<file path="config.mk">
export PLATFORM = sky130hd
export DESIGN_NAME = cordic_output_stage
export DESIGN_NICKNAME = d
export VERILOG_FILES = /design/src/rtl/cordic_pkg.sv /design/src/rtl/cordic_gain_mul.sv /design/src/rtl/cordic_output_stage.sv
export SDC_FILE = /design/constraint.sdc
export NUM_CORES = 2
export LEC_CHECK = 0
export BUFFER_PORTS_ARGS = -buffer_cell sky130_fd_sc_hd__buf_2
export CORE_MARGIN = 2
export CORE_UTILIZATION = 58
export CTS_BUF_LIST = sky130_fd_sc_hd__clkbuf_4
export DETAILED_ROUTE_END_ITERATION = 8
export PLACE_DENSITY = 0.75
export SYNTH_ARGS = -nofsm -noshare
export SYNTH_HDL_FRONTEND = slang
export SYNTH_SLANG_ARGS = --single-unit
</file>
<file path="constraint.sdc">
create_clock -name i_clk -period 13.74 [get_ports i_clk]
set_clock_uncertainty 0.2 [all_clocks]
set_input_delay 0.687 -clock i_clk [delete_from_list [all_inputs] [get_ports i_clk]]
set_output_delay 0.687 -clock i_clk [all_outputs]
set_load 0.01 [all_outputs]
</file>
<file path="src/rtl/cordic_pkg.sv">
// Shared CORDIC definitions: datapath width, Q2.30 format and common constants.
package cordic_pkg;
    localparam int CORDIC_W    = 32;
    localparam int CORDIC_FRAC = 30;

    localparam logic [CORDIC_W-1:0] CORDIC_K_GAIN = 32'h26DD3B6A;
    localparam logic [CORDIC_W-1:0] ONE           = 32'h40000000;
    localparam logic [CORDIC_W-1:0] MINUS_ONE     = 32'hC0000000;

    typedef struct packed {
        logic signed [CORDIC_W-1:0] x;
        logic signed [CORDIC_W-1:0] y;
        logic signed [CORDIC_W-1:0] z;
    } cordic_vec_t;
endpackage

</file>
<file path="src/rtl/cordic_gain_mul.sv">
// Registered signed WxW gain multiply; output is the product >>FRAC, rounded half-up, saturated to W.
// Latency 1 clk (product register loads on i_en); rounding/saturation is combinational from that register.
module cordic_gain_mul
    import cordic_pkg::*;
#(
    parameter int W    = CORDIC_W,
    parameter int FRAC = CORDIC_FRAC
) (
    input  logic         i_clk,
    input  logic         i_rst,
    input  logic         i_en,
    input  logic [W-1:0] i_a,
    input  logic [W-1:0] i_k,
    output logic [W-1:0] o_res
);
    localparam int SW = 2*W - FRAC + 1;

    logic [2*W-1:0] w_a_ext;
    logic [2*W-1:0] w_k_ext;
    logic [2*W-1:0] r_prod;
    logic [SW-1:0]  w_sum;
    logic           w_ovf;
    logic           w_unused_lsb;

    assign w_a_ext = {{W{i_a[W-1]}}, i_a};
    assign w_k_ext = {{W{i_k[W-1]}}, i_k};

    always_ff @(posedge i_clk) begin
        if (i_rst) begin
            r_prod <= '0;
        end else if (i_en) begin
            r_prod <= w_a_ext * w_k_ext;
        end
    end

    // One guard bit above the shifted product so the round-up carry cannot wrap.
    assign w_sum = {r_prod[2*W-1], r_prod[2*W-1:FRAC]} + SW'(r_prod[FRAC-1]);
    assign w_ovf = (w_sum[SW-1:W-1] != {(SW-W+1){w_sum[SW-1]}});

    always_comb begin
        o_res = w_sum[W-1:0];
        if (w_ovf) begin
            o_res = w_sum[SW-1] ? {1'b1, {(W-1){1'b0}}} : {1'b0, {(W-1){1'b1}}};
        end
    end

    assign w_unused_lsb = ^r_prod[FRAC-2:0];
endmodule

</file>
<file path="src/rtl/cordic_output_stage.sv">
// CORDIC output stage: gain compensation by K, quadrant negation, valid/ready result register.
// Latency 2 clk, 1 result/clk; out_ready low holds outputs, S1 fills and in_ready drops.
module cordic_output_stage
    import cordic_pkg::*;
#(
    parameter int           W      = CORDIC_W,
    parameter logic [W-1:0] K_GAIN = CORDIC_K_GAIN
) (
    input  logic         i_clk,
    input  logic         i_rst,
    input  logic [W-1:0] i_x,
    input  logic [W-1:0] i_y,
    input  logic [W-1:0] i_z,
    input  logic         i_quad,
    input  logic         i_valid,
    output logic         o_ready,
    output logic [W-1:0] o_cos,
    output logic [W-1:0] o_sin,
    output logic [W-1:0] o_z,
    output logic         o_valid,
    input  logic         i_ready
);
    localparam logic [W-1:0] MIN_NEG = {1'b1, {(W-1){1'b0}}};
    localparam logic [W-1:0] MAX_POS = {1'b0, {(W-1){1'b1}}};

    cordic_vec_t w_in_vec;
    logic        w_s1_load;
    logic        w_s2_load;
    logic        r_s1_valid;
    logic        r_s1_quad;
    logic [W-1:0] r_s1_z;
    logic [W-1:0] w_x_scaled;
    logic [W-1:0] w_y_scaled;
    logic [W-1:0] w_cos_fix;
    logic [W-1:0] w_sin_fix;
    logic         r_out_valid;
    logic [W-1:0] r_cos;
    logic [W-1:0] r_sin;
    logic [W-1:0] r_z;

    function automatic logic [W-1:0] sat_negate(input logic [W-1:0] v);
        return (v == MIN_NEG) ? MAX_POS : (~v + 1'b1);
    endfunction

    assign w_in_vec = '{x: i_x, y: i_y, z: i_z};

    assign w_s2_load = ~r_out_valid | i_ready;
    assign w_s1_load = ~r_s1_valid | w_s2_load;
    assign o_ready   = w_s1_load;

    cordic_gain_mul #(.W(W), .FRAC(CORDIC_FRAC)) u_mul_x (
        .i_clk (i_clk),
        .i_rst (i_rst),
        .i_en  (w_s1_load),
        .i_a   (w_in_vec.x),
        .i_k   (K_GAIN),
        .o_res (w_x_scaled)
    );

    cordic_gain_mul #(.W(W), .FRAC(CORDIC_FRAC)) u_mul_y (
        .i_clk (i_clk),
        .i_rst (i_rst),
        .i_en  (w_s1_load),
        .i_a   (w_in_vec.y),
        .i_k   (K_GAIN),
        .o_res (w_y_scaled)
    );

    // S1 sidebands travel alongside the product registers inside the multipliers.
    always_ff @(posedge i_clk) begin
        if (i_rst) begin
            r_s1_valid <= 1'b0;
            r_s1_quad  <= 1'b0;
            r_s1_z     <= '0;
        end else if (w_s1_load) begin
            r_s1_valid <= i_valid;
            r_s1_quad  <= i_quad;
            r_s1_z     <= w_in_vec.z;
        end
    end

    assign w_cos_fix = r_s1_quad ? sat_negate(w_x_scaled) : w_x_scaled;
    assign w_sin_fix = r_s1_quad ? sat_negate(w_y_scaled) : w_y_scaled;

    // Data only moves on a real item; a bubble just clears valid.
    always_ff @(posedge i_clk) begin
        if (i_rst) begin
            r_out_valid <= 1'b0;
            r_cos       <= '0;
            r_sin       <= '0;
            r_z         <= '0;
        end else if (w_s2_load) begin
            r_out_valid <= r_s1_valid;
            if (r_s1_valid) begin
                r_cos <= w_cos_fix;
                r_sin <= w_sin_fix;
                r_z   <= r_s1_z;
            end
        end
    end

    assign o_valid = r_out_valid;
    assign o_cos   = r_cos;
    assign o_sin   = r_sin;
    assign o_z     = r_z;
endmodule

</file>
# ---- Word-level counts from Yosys, hierarchy flattened
# Index checks and enable logic that the tools add are counted.
dict set report classes {
  n_addsub 4
  multipliers 2
  eq_ne 4
  n_mux 8
  bitwise_logic 6
  n_reduce_logical 1
}
# cell n
set ops {}
lappend ops {{$mux W32} 8}
lappend ops {{$mul A64 B29 Y63 const B} 2}
lappend ops {{$add A34 B2 Y35} 2}
lappend ops {{$add A32 B1 Y32 const B} 2}
lappend ops {{$eq A32 B32 Y1 const B} 2}
lappend ops {{$not A32 Y32} 2}
lappend ops {{$ne A3 B3 Y1} 2}
lappend ops {{$not A1 Y1} 2}
lappend ops {{$or A1 B1 Y1} 2}
lappend ops {{$reduce_and A2 Y1} 1}
dict set report word_totals {
  reg_bits 257
  in_bits 101
  word_cells 34
}

# ---- Longest topological paths before layout
dict set report depth {
  depth_word 7
  ltp_mapped 27
  mapped_depth_nobuf 27
}

# ---- Hierarchy
# From an unflattened synthesis, not the netlist that was laid out.
dict set report hier_totals {
  cells_unflattened 8907
  area_unflattened_um2 81619.5
}
# module instances cells_each area_per_inst_um2 seq_area_each_um2
set modules_own_cells {}
lappend modules_own_cells {{cordic_gain_mul (u_mul_y)} 1 4099 37967.7 700.7}
lappend modules_own_cells {{cordic_gain_mul (u_mul_x)} 1 4077 37812.5 700.7}
lappend modules_own_cells {cordic_output_stage 1 731 5839.4 2622.5}

# ---- Worst setup path after synthesis
# OpenSTA, ideal clock, no wires.
dict set report synth_path {
  path_type {input to register}
  start {input i_y[31]}
  end {register u_mul_y.r_prod[56]}
  setup_ps 70
  t_arrival_ps 8096
  setup_slack_ps 5373
  path_stages 23
  path_buffers 1
  path_cell_list {clkbuf_1 > inv_1 > fa_1 > inv_1 > fa_1 > fa_1 > fa_1 > fa_1 > fa_1 > inv_1 > fa_1 > inv_1 > ha_1 > a21o_1 > a21o_1 > a21o_1 > a31o_2 > nor3_1 > a311oi_1 > o21a_1 > o21ai_0 > or3b_2 > a21oi_1}
}
dict set report synth_between {
  elab_chain_cells 1
}
# element line_no
set synth_rtl {}
lappend synth_rtl {{start, declared} cordic_output_stage.sv:12} ;# input logic [W-1:0] i_y,
lappend synth_rtl {{$mul A64 B29 Y63} cordic_gain_mul.sv:32} ;# r_prod <= w_a_ext * w_k_ext;
lappend synth_rtl {{end signal, assigned} cordic_gain_mul.sv:32}
lappend synth_rtl {{end, declared} cordic_gain_mul.sv:20} ;# logic [2*W-1:0] r_prod;
# No other way between the ends.
# A chain may end at the register's enable or synchronous reset.

# ---- Final worst setup path
dict set report layout_path {
  start {input i_y[6]}
  end {register u_mul_y.r_prod[56]}
}
# Same word-level chain as after synthesis.

==> qor.txt <==
Outcome: finished, final reports clean
Share of cells above drive strength 1: 6.731%
Critical path endpoint category: flop
Root Driver: clkbuf_4
IO Port Bufs: 198
Vias in the first global route: 41310
Final Max Slew Viols: 0
HP Class: in2reg
RSZ-0062 raised after global routing: false
Initial drt markers: 3086
Die X: 300.4 microns
Routed vias/inst: 5.633
Worst Setup Start Kind: primary input
Register area share after synthesis: 7.900%
Core ar.: 86890 sq um
H-Tree Depth: 2
DIE AREA: 90210 sq um
Fin. Hold Viols: 0
Mux share of post-synthesis cell area: 0.1007%
Post-synth top area share: 41.93%
Row Count: 108
Mapped cell area: 50940 sq um
Gpl congestion: 1.003
Top cells by area, synth: fa_1, ha_1, inv_1, dfxtp_1, a21oi_1
Initial Utilization: 58.62%
Synth warn: 0
Final min period: 8.043 ns
Tightest Pin Transition: 1.311 ns
Number of synthesized register bits: 201
Initial DRT Pass Iterations: 8
Period utilization: 58.54%
Main combinational cell family by area after synthesis: adder cells
DP HPWL: 117700 microns
Via count: 38150
Netlist cell types: 94
Dominant synthesized flop cell: dfxtp_1
Kind of critical path: in2reg
Residual DRC: 0
Remaining global-route overflow: 0
Number of buffers created by CTS: 53
Final setup viols: 0
WP data required: 14.14 ns
Arrival time worst endpoint: 8.45 ns
Max_cap viols: 0
Synth Area in Adders: 58.32%
Max-slew headroom: 11.79%
Final net count: 7419
Final ANT Viol Nets: 0
Largest net degree at the start of global routing: 71
Area growth syn-to-layout: 5.829%
Xor and xnor area share after synthesis: 2.957%
Max FO, Critical Path: 8
Syn Nets: 7261
Synth Area in Compound Gates: 10.53%
Die H: 300.4 microns
Asr flop ratio synth: 0%
Cells after Synth: 5426
First-pass GRT wire length: 225400 microns
Worst Hold Margin: 0.05375 ns
CTS tree: done
WL final: 137300 microns
Setup TNS: 0 ns
Mean post-synth cell area: 9.388 sq um
Most frequent cells in the layout: inv_1, fa_1, ha_1
Fmax: 124.3 MHz
Clock Sink Count: 201
Most common cell after layout, fill and taps aside: inv_1
WL/cell: 20.27 microns
EDFF count, synth: 0
Postcts setup bufs: 0
Cell taking the most area after synthesis: fa_1
Initial antenna violation count: 1
Clock Latency Late Sink: 0.71 ns
Top Ports: 199
GRT Total Usage: 31.99%
CTS max path bufs: 3
Post-synthesis simple-gate area fraction: 7.924%
Clock transition at path regs: 0.06 ns
## worst max-delay path, stage by stage
cell and delay [ns]:
buf_2 0.26, inv_1 0.17, fa_1 0.52, fa_1 0.50, inv_1 0.06, fa_1 0.51, inv_1 0.06, fa_1 0.53
inv_1 0.05, fa_1 0.40, fa_1 0.50, fa_1 0.50, inv_1 0.05, fa_1 0.48, inv_1 0.04, ha_1 0.32
a21o_1 0.19, a221o_1 0.42, a211o_1 0.34, o2111ai_1 0.62, a311oi_1 0.24, o21a_1 0.25, o21ai_0 0.13, or3b_2 0.45
a21oi_1 0.15
## cells in the mapped netlist (54+ instances only)
cell type     n
inv_1      1495
fa_1       1067
ha_1        667
nand2_1     320
a21oi_1     309
o21ai_0     203
dfxtp_1     201
clkbuf_1    108
xnor2_1     101
nor2_1       95
nand3_1      78
xor2_1       71
a21o_1       69
nor3_1       54
## what timing repair did
action,4_1_cts,5_1_grt
hold buffers,31,0
gates resized for setup,0,0
endpoints found under the hold margin,31,0
## cells by family (layout without fill, tap and decap cells)
family | Yosys count | after routing
xor+xnor | 172 | 172
other cells | 0 | 2
mux | 5 | 5
flops | 201 | 201
simple gates | 809 | 809
compound gates | 857 | 857
buf+inv | 1648 | 1838
fa+ha+maj | 1734 | 1734
## worst paths after layout
path,start,to,slack (ns),cells past startpoint
hold reg to reg,r_s1_z[31]$_SDFFE_PP0P_,o_z[31]$_SDFFE_PP0P_,0.24,2
setup / recovery,i_y[6],u_mul_y.r_prod[56]$_SDFFE_PP0P_,5.70,25
hold / removal,i_z[27],r_s1_z[27]$_SDFFE_PP0P_,0.05,3
setup reg to reg,u_mul_y.r_prod[46]$_SDFFE_PP0P_,o_sin[18]$_SDFFE_PP0P_,7.59,14
## flip-flops by register name (all words and copies together) (netlist names)
| name | cells |
|---|---|
| o_cos | 32 |
| o_sin | 32 |
| o_valid | 1 |
| o_z | 32 |
| r_s1_quad | 1 |
| r_s1_valid | 1 |
| r_s1_z | 32 |
| u_mul_x.r_prod | 35 |
| u_mul_y.r_prod | 35 |
## stage by stage
step / area, sq um / worst slack (ns) / utilization [%] / instances
finish: 53910 / 5.697 / 62.04 / 6773
global route: 53900 / 5.391 / 62.04 / 6772
CTS: 53900 / 5.830 / 62.04 / 6771
detailed placement: 52960 / 5.129 / 60.95 / 6653
global placement: 52960 / 5.264 / 60.95 / 6653
floorplan: 50940 / 5.373 / - / 5426
## layout make-up
class	count	area, sq um
multi-input combinational	3577	40680
fill	7319	32980
inverter	1496	5617
sequential	201	4025
timing repair buffer	255	1501
tap	1155	1445
clock buffer	77	578.1
clock inverter	10	52.55
antenna	2	5.005
## routing by layer
| metal | global-route usage [%] | routed length (microns) | up-vias |
|---|---|---|---|
| met5 | 0 | 0 | - |
| met4 | 9.345 | 4388 | 0 |
| met3 | 5.036 | 10280 | 235 |
| met2 | 51.10 | 63950 | 1428 |
| met1 | 45.30 | 58650 | 19140 |
| li1 | - | - | 17350 |
Power is left out: the tool's default activity adds up to more than one toggle a clock period on the data nets, which glitch-free logic cannot reach.
